===== src/rtl/mem_stage_lsu.sv =====
// mem_stage_lsu: load/store sequencer between the EX/MEM register and data_mem.
// Define LSU_STATS_EN to build the saturating load/store/misalign counters.
module mem_stage_lsu #(
    parameter int MEM_RD_LAT = 1,
    parameter int LSU_CNT_W  = 16
) (
    input  logic                 clk,
    input  logic                 rst,
    input  logic                 req_valid,
    output logic                 req_ready,
    input  logic                 req_we,
    input  logic [1:0]           req_size,
    input  logic                 req_signed,
    input  logic [31:0]          req_addr,
    input  logic [31:0]          req_wdata,
    output logic                 resp_valid,
    output logic [31:0]          resp_rdata,
    output logic                 misalign_err,
    output logic                 mem_w_enable,
    output logic                 mem_read,
    output logic [31:0]          mem_address,
    output logic [15:0]          mem_data_in,
    output logic [1:0]           mem_byteaccess,
    input  logic [31:0]          mem_data_out,
    input  logic [7:0]           mem_data_out_byte,
    output logic [LSU_CNT_W-1:0] stat_loads,
    output logic [LSU_CNT_W-1:0] stat_stores,
    output logic [LSU_CNT_W-1:0] stat_misalign
);

    typedef enum logic [2:0] {
        IDLE,
        ST_ONE,
        ST_HI,
        ST_LO,
        LD_REQ,
        LD_CAP
    } state_t;

    localparam logic [1:0] CNT_INIT = 2'(MEM_RD_LAT - 1);

    state_t      state;
    logic [31:0] addr_q;
    logic [31:0] wdata_q;
    logic [1:0]  size_q;
    logic        signed_q;
    logic [1:0]  cnt;

    logic        req_byte;
    logic        req_half;
    logic        req_misalign;

    always_comb begin
        req_byte     = (req_size == 2'b01);
        req_half     = (req_size == 2'b10);
        req_misalign = 1'b0;
        if (req_half) begin
            req_misalign = req_addr[0];
        end else if (!req_byte) begin
            req_misalign = (req_addr[1:0] != 2'b00);
        end
    end

    function automatic logic [31:0] extend(
        input logic [1:0]  size,
        input logic        sgn,
        input logic [31:0] word,
        input logic [7:0]  byte_in
    );
        logic [31:0] r;
        unique case (size)
            2'b01:   r = {{24{sgn & byte_in[7]}}, byte_in};
            2'b10:   r = {{16{sgn & word[15]}}, word[15:0]};
            default: r = word;
        endcase
        return r;
    endfunction

    // Mem outputs are loaded with the values of the state being entered,
    // so every mem_* pin comes straight from a flop.
    always_ff @(posedge clk) begin
        if (rst) begin
            state          <= IDLE;
            req_ready      <= 1'b1;
            resp_valid     <= 1'b0;
            resp_rdata     <= '0;
            misalign_err   <= 1'b0;
            mem_w_enable   <= 1'b0;
            mem_read       <= 1'b0;
            mem_address    <= '0;
            mem_data_in    <= '0;
            mem_byteaccess <= '0;
            addr_q         <= '0;
            wdata_q        <= '0;
            size_q         <= '0;
            signed_q       <= 1'b0;
            cnt            <= '0;
        end else begin
            resp_valid   <= 1'b0;
            misalign_err <= 1'b0;
            unique case (state)
                IDLE: begin
                    if (req_valid) begin
                        if (req_misalign) begin
                            misalign_err <= 1'b1;
                        end else begin
                            addr_q      <= req_addr;
                            wdata_q     <= req_wdata;
                            size_q      <= req_size;
                            signed_q    <= req_signed;
                            req_ready   <= 1'b0;
                            mem_address <= req_addr;
                            if (req_we) begin
                                mem_w_enable <= 1'b1;
                                if (req_byte) begin
                                    state          <= ST_ONE;
                                    mem_data_in    <= {8'h00, req_wdata[7:0]};
                                    mem_byteaccess <= 2'b01;
                                end else if (req_half) begin
                                    state          <= ST_ONE;
                                    mem_data_in    <= req_wdata[15:0];
                                    mem_byteaccess <= 2'b10;
                                end else begin
                                    state          <= ST_HI;
                                    mem_data_in    <= req_wdata[31:16];
                                    mem_byteaccess <= 2'b10;
                                end
                            end else begin
                                state          <= LD_REQ;
                                mem_read       <= 1'b1;
                                mem_byteaccess <= req_size;
                                cnt            <= CNT_INIT;
                            end
                        end
                    end
                end
                ST_HI: begin
                    state       <= ST_LO;
                    mem_address <= addr_q + 32'd2;
                    mem_data_in <= wdata_q[15:0];
                end
                ST_ONE, ST_LO: begin
                    state        <= IDLE;
                    req_ready    <= 1'b1;
                    resp_valid   <= 1'b1;
                    mem_w_enable <= 1'b0;
                end
                LD_REQ: begin
                    if (cnt != 2'd0) begin
                        cnt <= cnt - 2'd1;
                    end else begin
                        state <= LD_CAP;
                    end
                end
                LD_CAP: begin
                    state      <= IDLE;
                    req_ready  <= 1'b1;
                    resp_valid <= 1'b1;
                    mem_read   <= 1'b0;
                    resp_rdata <= extend(size_q, signed_q,
                                         mem_data_out, mem_data_out_byte);
                end
                default: begin
                    state     <= IDLE;
                    req_ready <= 1'b1;
                end
            endcase
        end
    end

`ifdef LSU_STATS_EN
    logic [LSU_CNT_W-1:0] n_ld;
    logic [LSU_CNT_W-1:0] n_st;
    logic [LSU_CNT_W-1:0] n_mis;
    logic                 ld_done;
    logic                 st_done;
    logic                 mis_hit;

    assign ld_done = (state == LD_CAP);
    assign st_done = (state == ST_ONE) || (state == ST_LO);
    assign mis_hit = (state == IDLE) && req_valid && req_misalign;

    always_ff @(posedge clk) begin
        if (rst) begin
            n_ld  <= '0;
            n_st  <= '0;
            n_mis <= '0;
        end else begin
            if (ld_done && (n_ld != '1)) begin
                n_ld <= n_ld + 1'b1;
            end
            if (st_done && (n_st != '1)) begin
                n_st <= n_st + 1'b1;
            end
            if (mis_hit && (n_mis != '1)) begin
                n_mis <= n_mis + 1'b1;
            end
        end
    end

    assign stat_loads    = n_ld;
    assign stat_stores   = n_st;
    assign stat_misalign = n_mis;
`else
    assign stat_loads    = '0;
    assign stat_stores   = '0;
    assign stat_misalign = '0;
`endif

endmodule


===== config.mk =====
export PLATFORM = sky130hd
export DESIGN_NAME = mem_stage_lsu
export DESIGN_NICKNAME = d
export VERILOG_FILES = /design/src/rtl/mem_stage_lsu.sv
export SDC_FILE = /design/constraint.sdc
export NUM_CORES = 1
export LEC_CHECK = 0
export ABC_AREA = 1
export CAP_MARGIN = 5
export CORE_ASPECT_RATIO = 0.75
export CORE_MARGIN = 10
export CORE_UTILIZATION = 42
export CTS_CLUSTER_DIAMETER = 200
export DETAILED_ROUTE_END_ITERATION = 7
export GPL_TIMING_DRIVEN = 0
export PLACE_DENSITY = 0.84
export SETUP_SLACK_MARGIN = 0.05
export SYNTH_ARGS = -nofsm -noshare
export SYNTH_HDL_FRONTEND = slang
export SYNTH_SLANG_ARGS = --single-unit

===== constraint.sdc =====
create_clock -name clk -period 1.61 [get_ports clk]
set_input_delay 0.322 -clock clk [delete_from_list [all_inputs] [get_ports clk]]
set_output_delay 0.322 -clock clk [all_outputs]
set_load 0.02 [all_outputs]

==> results of run 1 <==
-- power by group --
group,switching (mW),leakage (nW),total [mW],internal [mW]
Sequential,0.249,1.17,4.14,3.89
Clock,1.63,0.317,4.31,2.68
Combinational,2.00,3.84,3.58,1.58
-- critical path, delay by kind of cell, from the launching register on --
kind                   cells  cell delay, ns
buffers and inverters      4            0.46
AOI/OAI and AO/OA          2            0.22
DFF                        1            0.35
and+or+nand+nor            5            0.51
-- worst paths after layout --
| path | from | endpoint | slack [ns] |
|---|---|---|---|
| worst max-delay path | state[2] | mem_data_in[6] | -0.02 |
| worst min-delay path | req_size[1] | mem_byteaccess[1] | 0.24 |
| worst max register to register | state[2] | mem_data_in[6] | -0.02 |
| worst min register to register | wdata_q[10] | wdata_q[10] | 0.46 |
-- kinds of logic after synthesis --
logic type | Yosys count | synth area share [%]
flops | 143 | 38.4
other cells | 1 | 0.0503
fa+ha+maj | 7 | 1.17
buf+inv | 217 | 14.7
simple gates | 434 | 24.3
xor+xnor | 11 | 1.29
mux | 8 | 1.07
compound gates | 227 | 19.0
-- what timing repair did --
action                                  CTS  global route
endpoints found under the setup margin  229           117
pin swaps                                39            27
gates resized for setup                 228           135
cloned                                    9             0
setup buffers                            26             7
hold endpoints to repair                  0             0
-- routing by layer --
layer / part of all wire [%] / vias up / track usage (%)
met2: 46 / 419 / 36.5
li1: - / 3904 / -
met5: 0 / - / 0
met4: 2.1 / 0 / 6.30
met1: 42 / 3772 / 30.6
met3: 10 / 59 / 7.88
-- through the flow --
stage	util [%]	instance area [µm²]
floorplan	-	7660
global placement	56.6	9940
detailed placement	56.6	9940
CTS	64.3	11300
global route	66.3	11600
finish	66.3	11600
-- area by class of cell --
| type | count | area, µm² |
|---|---|---|
| Buffer | 99 | 802 |
| Clock buffer | 19 | 453 |
| Clock inverter | 13 | 188 |
| Fill cell | 1468 | 5920 |
| Inverter | 115 | 452 |
| Multi-Input combinational cell | 736 | 4190 |
| Sequential cell | 143 | 2890 |
| Tap cell | 242 | 303 |
| Timing Repair Buffer | 236 | 2350 |
-- cells in the final DEF, fill, tap and decap left out, types with 8 or more instances in the layout --
cell type / n
mux2i_1: 8
inv_1: 104
nor2_4: 21
conb_1: 48
nand3_1: 29
nand2_1: 235
o211ai_1: 8
a21oi_2: 20
nand2_2: 20
nor2_2: 16
buf_4: 69
clkbuf_2: 11
dfxtp_2: 12
buf_2: 10
o21ai_0: 51
clkbuf_16: 17
dlygate4sd2_1: 86
a211oi_2: 8
dfxtp_1: 127
o221ai_1: 10
buf_6: 20
clkdlybuf4s50_1: 107
xor2_1: 8
o21ai_1: 22
nor2_1: 83
a21oi_1: 64
buf_12: 14
-- flip-flops by register name, indices dropped and copies added (netlist names) --
name	flops
state	3
misalign_err	1
resp_valid	1
cnt	2
signed_q	1
mem_byteaccess	2
mem_w_enable	1
size_q	2
resp_rdata	32
mem_data_in	16
req_ready	1
mem_address	32
wdata_q	16
addr_q	32
mem_read	1
-- cells in the mapped netlist (4+ instances only) --
cell	instances	area share, %
inv_2	4	0.20
a21oi_2	7	0.82
o211ai_2	7	1.2
a21oi_1	77	5.2
xor2_1	8	0.94
ha_1	7	1.2
inv_1	111	5.6
nor2_1	112	5.6
o22ai_1	8	0.67
nand2_1	260	13
a211oi_2	6	1.0
a22oi_1	8	0.81
nor3_1	4	0.27
a211oi_1	5	0.50
o221ai_1	16	1.9
buf_4	52	5.2
o211ai_1	8	0.81
o21ai_1	4	0.27
dfxtp_1	143	38
buf_6	6	0.91
buf_2	13	0.87
nand3_1	33	2.2
clkbuf_1	26	1.3
nor2_2	6	0.50
o21ai_0	73	4.9
mux2i_1	8	1.1
==> out/results.ini, run 1 <==
[synth]
synth_cells=1048
ys_ff_latch=143
ys.warnings.count=0
avgSynthCellArea_um2=7.12
ys_async_sr_fraction_pct=0
yosysSeqAreaShare_pct=38.4
synth-edff-count=0
syn_area_um2=7460
ys_dominant_reg_cell=dfxtp_1
ys_types=47

[worst_setup_path]
crit_path_frequent_cell=nand2_8
critPathMaxStageDelay_ns=0.35
start_kind=register
required_ns=1.97
endpoint_kind=register
path_class=register to register
path_cells=nor2_4, buf_6, nand2_8, nor2_8, nand2_8, nand2_8, buf_8, buf_12, buf_12, o211ai_2, a21oi_2
critPathArrivalTime_ns=1.99
crit_path_top_delay_cell=dfxtp_4
rr_worst_depth=11
cp_max_fo=5

[status]
status=finished with violations
violations=negative setup slack

[drt]
finalWirelength_um=29200
routed_via_density=5.09
firstDrtPassIters=7
drtIter0Drc=676
wl_per_cell_um=18.2
ant_nets=0
vias=8154
route.detailed.drc=0

[sta]
rsz0062_at_grt=true
clock.fmax_mhz=615
setup_viol=2
fin_crit_sh_pct=101
setup_ws_ns=-0.0170
worstMarginPinSlew_ns=0.636
fin_tns_setup_ns=-0.0194
holdWs_ns=0.239
slew_headroom_pct=57.6
hold_viol=0
skew_ns=0.00895
period_needed_ns=1.63
drv_slew=0

[die]
rows=42
core-area_um2=17600
die-area_um2=23500
num_io_pins=246
initial_core_util_pct=42.5
chipHeight_um=135
die_w_um=174

[place]
place_ws_ns=-0.935
hpwl_um=20800
place_congestion=1.00
place_inst=1534
io_buffers=197

[clocking]
h-tree-depth=4
clockBufferDepth=2
clk_pin_slew_ns=0.06
clk_latency_ns=0.43
cts_tree=done
clkSinkCount=143
cts-root-buf=clkbuf_16
cts_made_buffers=17
hold_buffers=0

[global_routing]
antenna_found_initial=0
grt_pass1_wl_um=44000
track_usage_pct=23.5
grt_start_max_net_pins=17
overflow=0
grt_pass1_vias=7763

[finish]
drive_above_1_share_pct=23.9
finalNonFillerCells=1603
syn_to_final_growth_pct=55.9
final_nets=1466
antennaDiodeCount=0

[worst_hold_path]
min_path_cells=3
worst_hold_path_type=primary input to register

[power]
total_power_mw=12.0
ir_drop_v=0.000694
p_leak_nw=5.33
p_per_area_nw_per_um2=1030

[run]
maxCapViolations=0

No activity file was read; power rests on OpenSTA's default activity.
==> run 2, diff against run 1 <==
CORE_MARGIN = 2   (was 10)
CORE_UTILIZATION = 55   (was 42)
DONT_BUFFER_PORTS = 1   (was unset)
PLACE_DENSITY = 0.77   (was 0.84)
clock period = 1.5 ns   (was 1.61 ns; I/O delays follow)
==> run 2 against run 1 <==
Against the previous run: the run still ends with negative setup slack left; utilization is 6.3 points higher; clock power is 6.5% lower; design area is 18% lower; total power shrank 4.2%; setup slack lost 0.092 ns; hold slack worse by 0.22 ns; largest cell class unchanged; highest routed layer unchanged.
==> out/results.ini, run 2 (synthesis gave the netlist of run 1 again) <==
[sta]
hold_viol=0
setup_viol=56
clock.fmax_mhz=622
fin_crit_sh_pct=107
period_needed_ns=1.61
rsz0062_at_grt=true
worstMarginPinSlew_ns=0.799
skew_ns=0.0141
fin_tns_setup_ns=-1.80
drv_slew=0
holdWs_ns=0.0143
setup_ws_ns=-0.109
slew_headroom_pct=46.7

[finish]
layout_common_cells=nand2_1, dfxtp_1, inv_1
top_regs=addr_q: 32 flops, mem_address: 32 flops, resp_rdata: 32 flops
drive_above_1_share_pct=27.1
utilization_pct=72.5
syn_to_final_growth_pct=27.4
final_common_cell=nand2_1
antennaDiodeCount=0
final_nets=1267

[drt]
vias=7279
ant_nets=0
finalWirelength_um=23600
drtIter0Drc=684
wl_per_cell_um=17.7
route.detailed.drc=0
firstDrtPassIters=7
routed_via_density=5.46

[worst_setup_path]
start_kind=register
critPathArrivalTime_ns=1.91
r2r_setup_slack_ns=-0.11
r2r-start=state[0]
path_class=register to register
startpoint=state[0]
endpoint=mem_address[29]
endpoint_kind=register
required_ns=1.80
rr_endpoint=mem_address[29]
rr_worst_depth=10
cp_max_fo=5

[die]
initial_core_util_pct=56.9
chipHeight_um=105
num_io_pins=246
rows=36
die-area_um2=14500
die_w_um=138
core-area_um2=13100

[clocking]
clk_pin_slew_ns=0.07
cts_tree=done
clockBufferDepth=2
clk_latency_ns=0.43
cts_made_buffers=17
clkSinkCount=143
cts-root-buf=clkbuf_16
h-tree-depth=4

[power]
p_leak_nw=4.10
p_per_area_nw_per_um2=1210
ir_drop_v=0.00100

[place]
place_congestion=0.995
hpwl_um=16100
io_buffers=0

[status]
violations=negative setup slack
status=finished with violations

[global_routing]
grt_pass1_wl_um=35400
overflow=0
grt_start_max_net_pins=17
track_usage_pct=30.7
antenna_found_initial=0
grt_pass1_vias=6526

[run]
maxCapViolations=0

[worst_hold_path]
hp-start=mem_data_out[9]
worst_hold_path_type=primary input to register

## run 2: routing by layer
layer	wire (µm)	global-route usage (%)	vias to the layer above
li1	-	-	3518
met1	10100	42.6	3282
met2	10300	46.6	420
met3	2650	9.12	59
met4	605	8.53	0
met5	0	0	-
## run 2: critical path, cell delays in order, from the launching register on
cell	delay [ns]
dfxtp_4	0.36
nor2_4	0.17
nand2_4	0.11
nor2_8	0.14
buf_6	0.12
nand2_4	0.10
clkbuf_16	0.20
nand2_1	0.06
nand3_1	0.08
nand2_1	0.09
a21oi_1	0.06
## run 2: how the worst min path moves through the flow
stage / endpoint / depth (start not counted) / slack, ns
after floorplan: wdata_q[10] / 2 / 0.43
after global placement: wdata_q[11] / 2 / 0.44
after detailed placement: wdata_q[8] / 2 / 0.45
after CTS: addr_q[26] / 2 / 0.007
after global routing: addr_q[26] / 2 / 0.01
final: resp_rdata[9] / 2 / 0.01
## run 2: power breakdown
group          switching (mW)  internal (mW)  leakage [nW]
Clock                    1.80           2.23         0.263
Combinational            1.61           1.16          2.67
Sequential              0.553           4.18          1.18
Total                    3.96           7.57          4.10
## run 2: cell type report
type / count / area (µm²)
buffer: 100 / 828
clock buffer: 19 / 453
clock inverter: 13 / 105
fill: 1018 / 3600
inverter: 115 / 449
multi-input combinational: 736 / 4140
sequential: 143 / 2900
tap: 171 / 214
timing repair buffer: 36 / 420
## run 2: timing repair
action / 4_1_cts / 5_1_grt
setup endpoints to repair: 119 / 130
buffers inserted: 17 / 11
gates cloned: 7 / 2
hold buffers: 0 / 0
resized for setup: 127 / 101
pin swaps: 29 / 19
hold endpoints to repair: 0 / 0
## run 2: metrics by stage
| step | setup WS (ns) | instances | power (mW) | area (µm²) |
|---|---|---|---|---|
| floorplan | -0.0252 | 1095 | 6.37 | 7740 |
| global placement | -0.261 | 1266 | 6.83 | 7960 |
| detailed placement | -0.291 | 1266 | 6.87 | 7960 |
| CTS | -0.0426 | 1321 | 11.3 | 9150 |
| global route | -0.166 | 1333 | 12.0 | 9510 |
| finish | -0.109 | 1333 | 11.5 | 9510 |
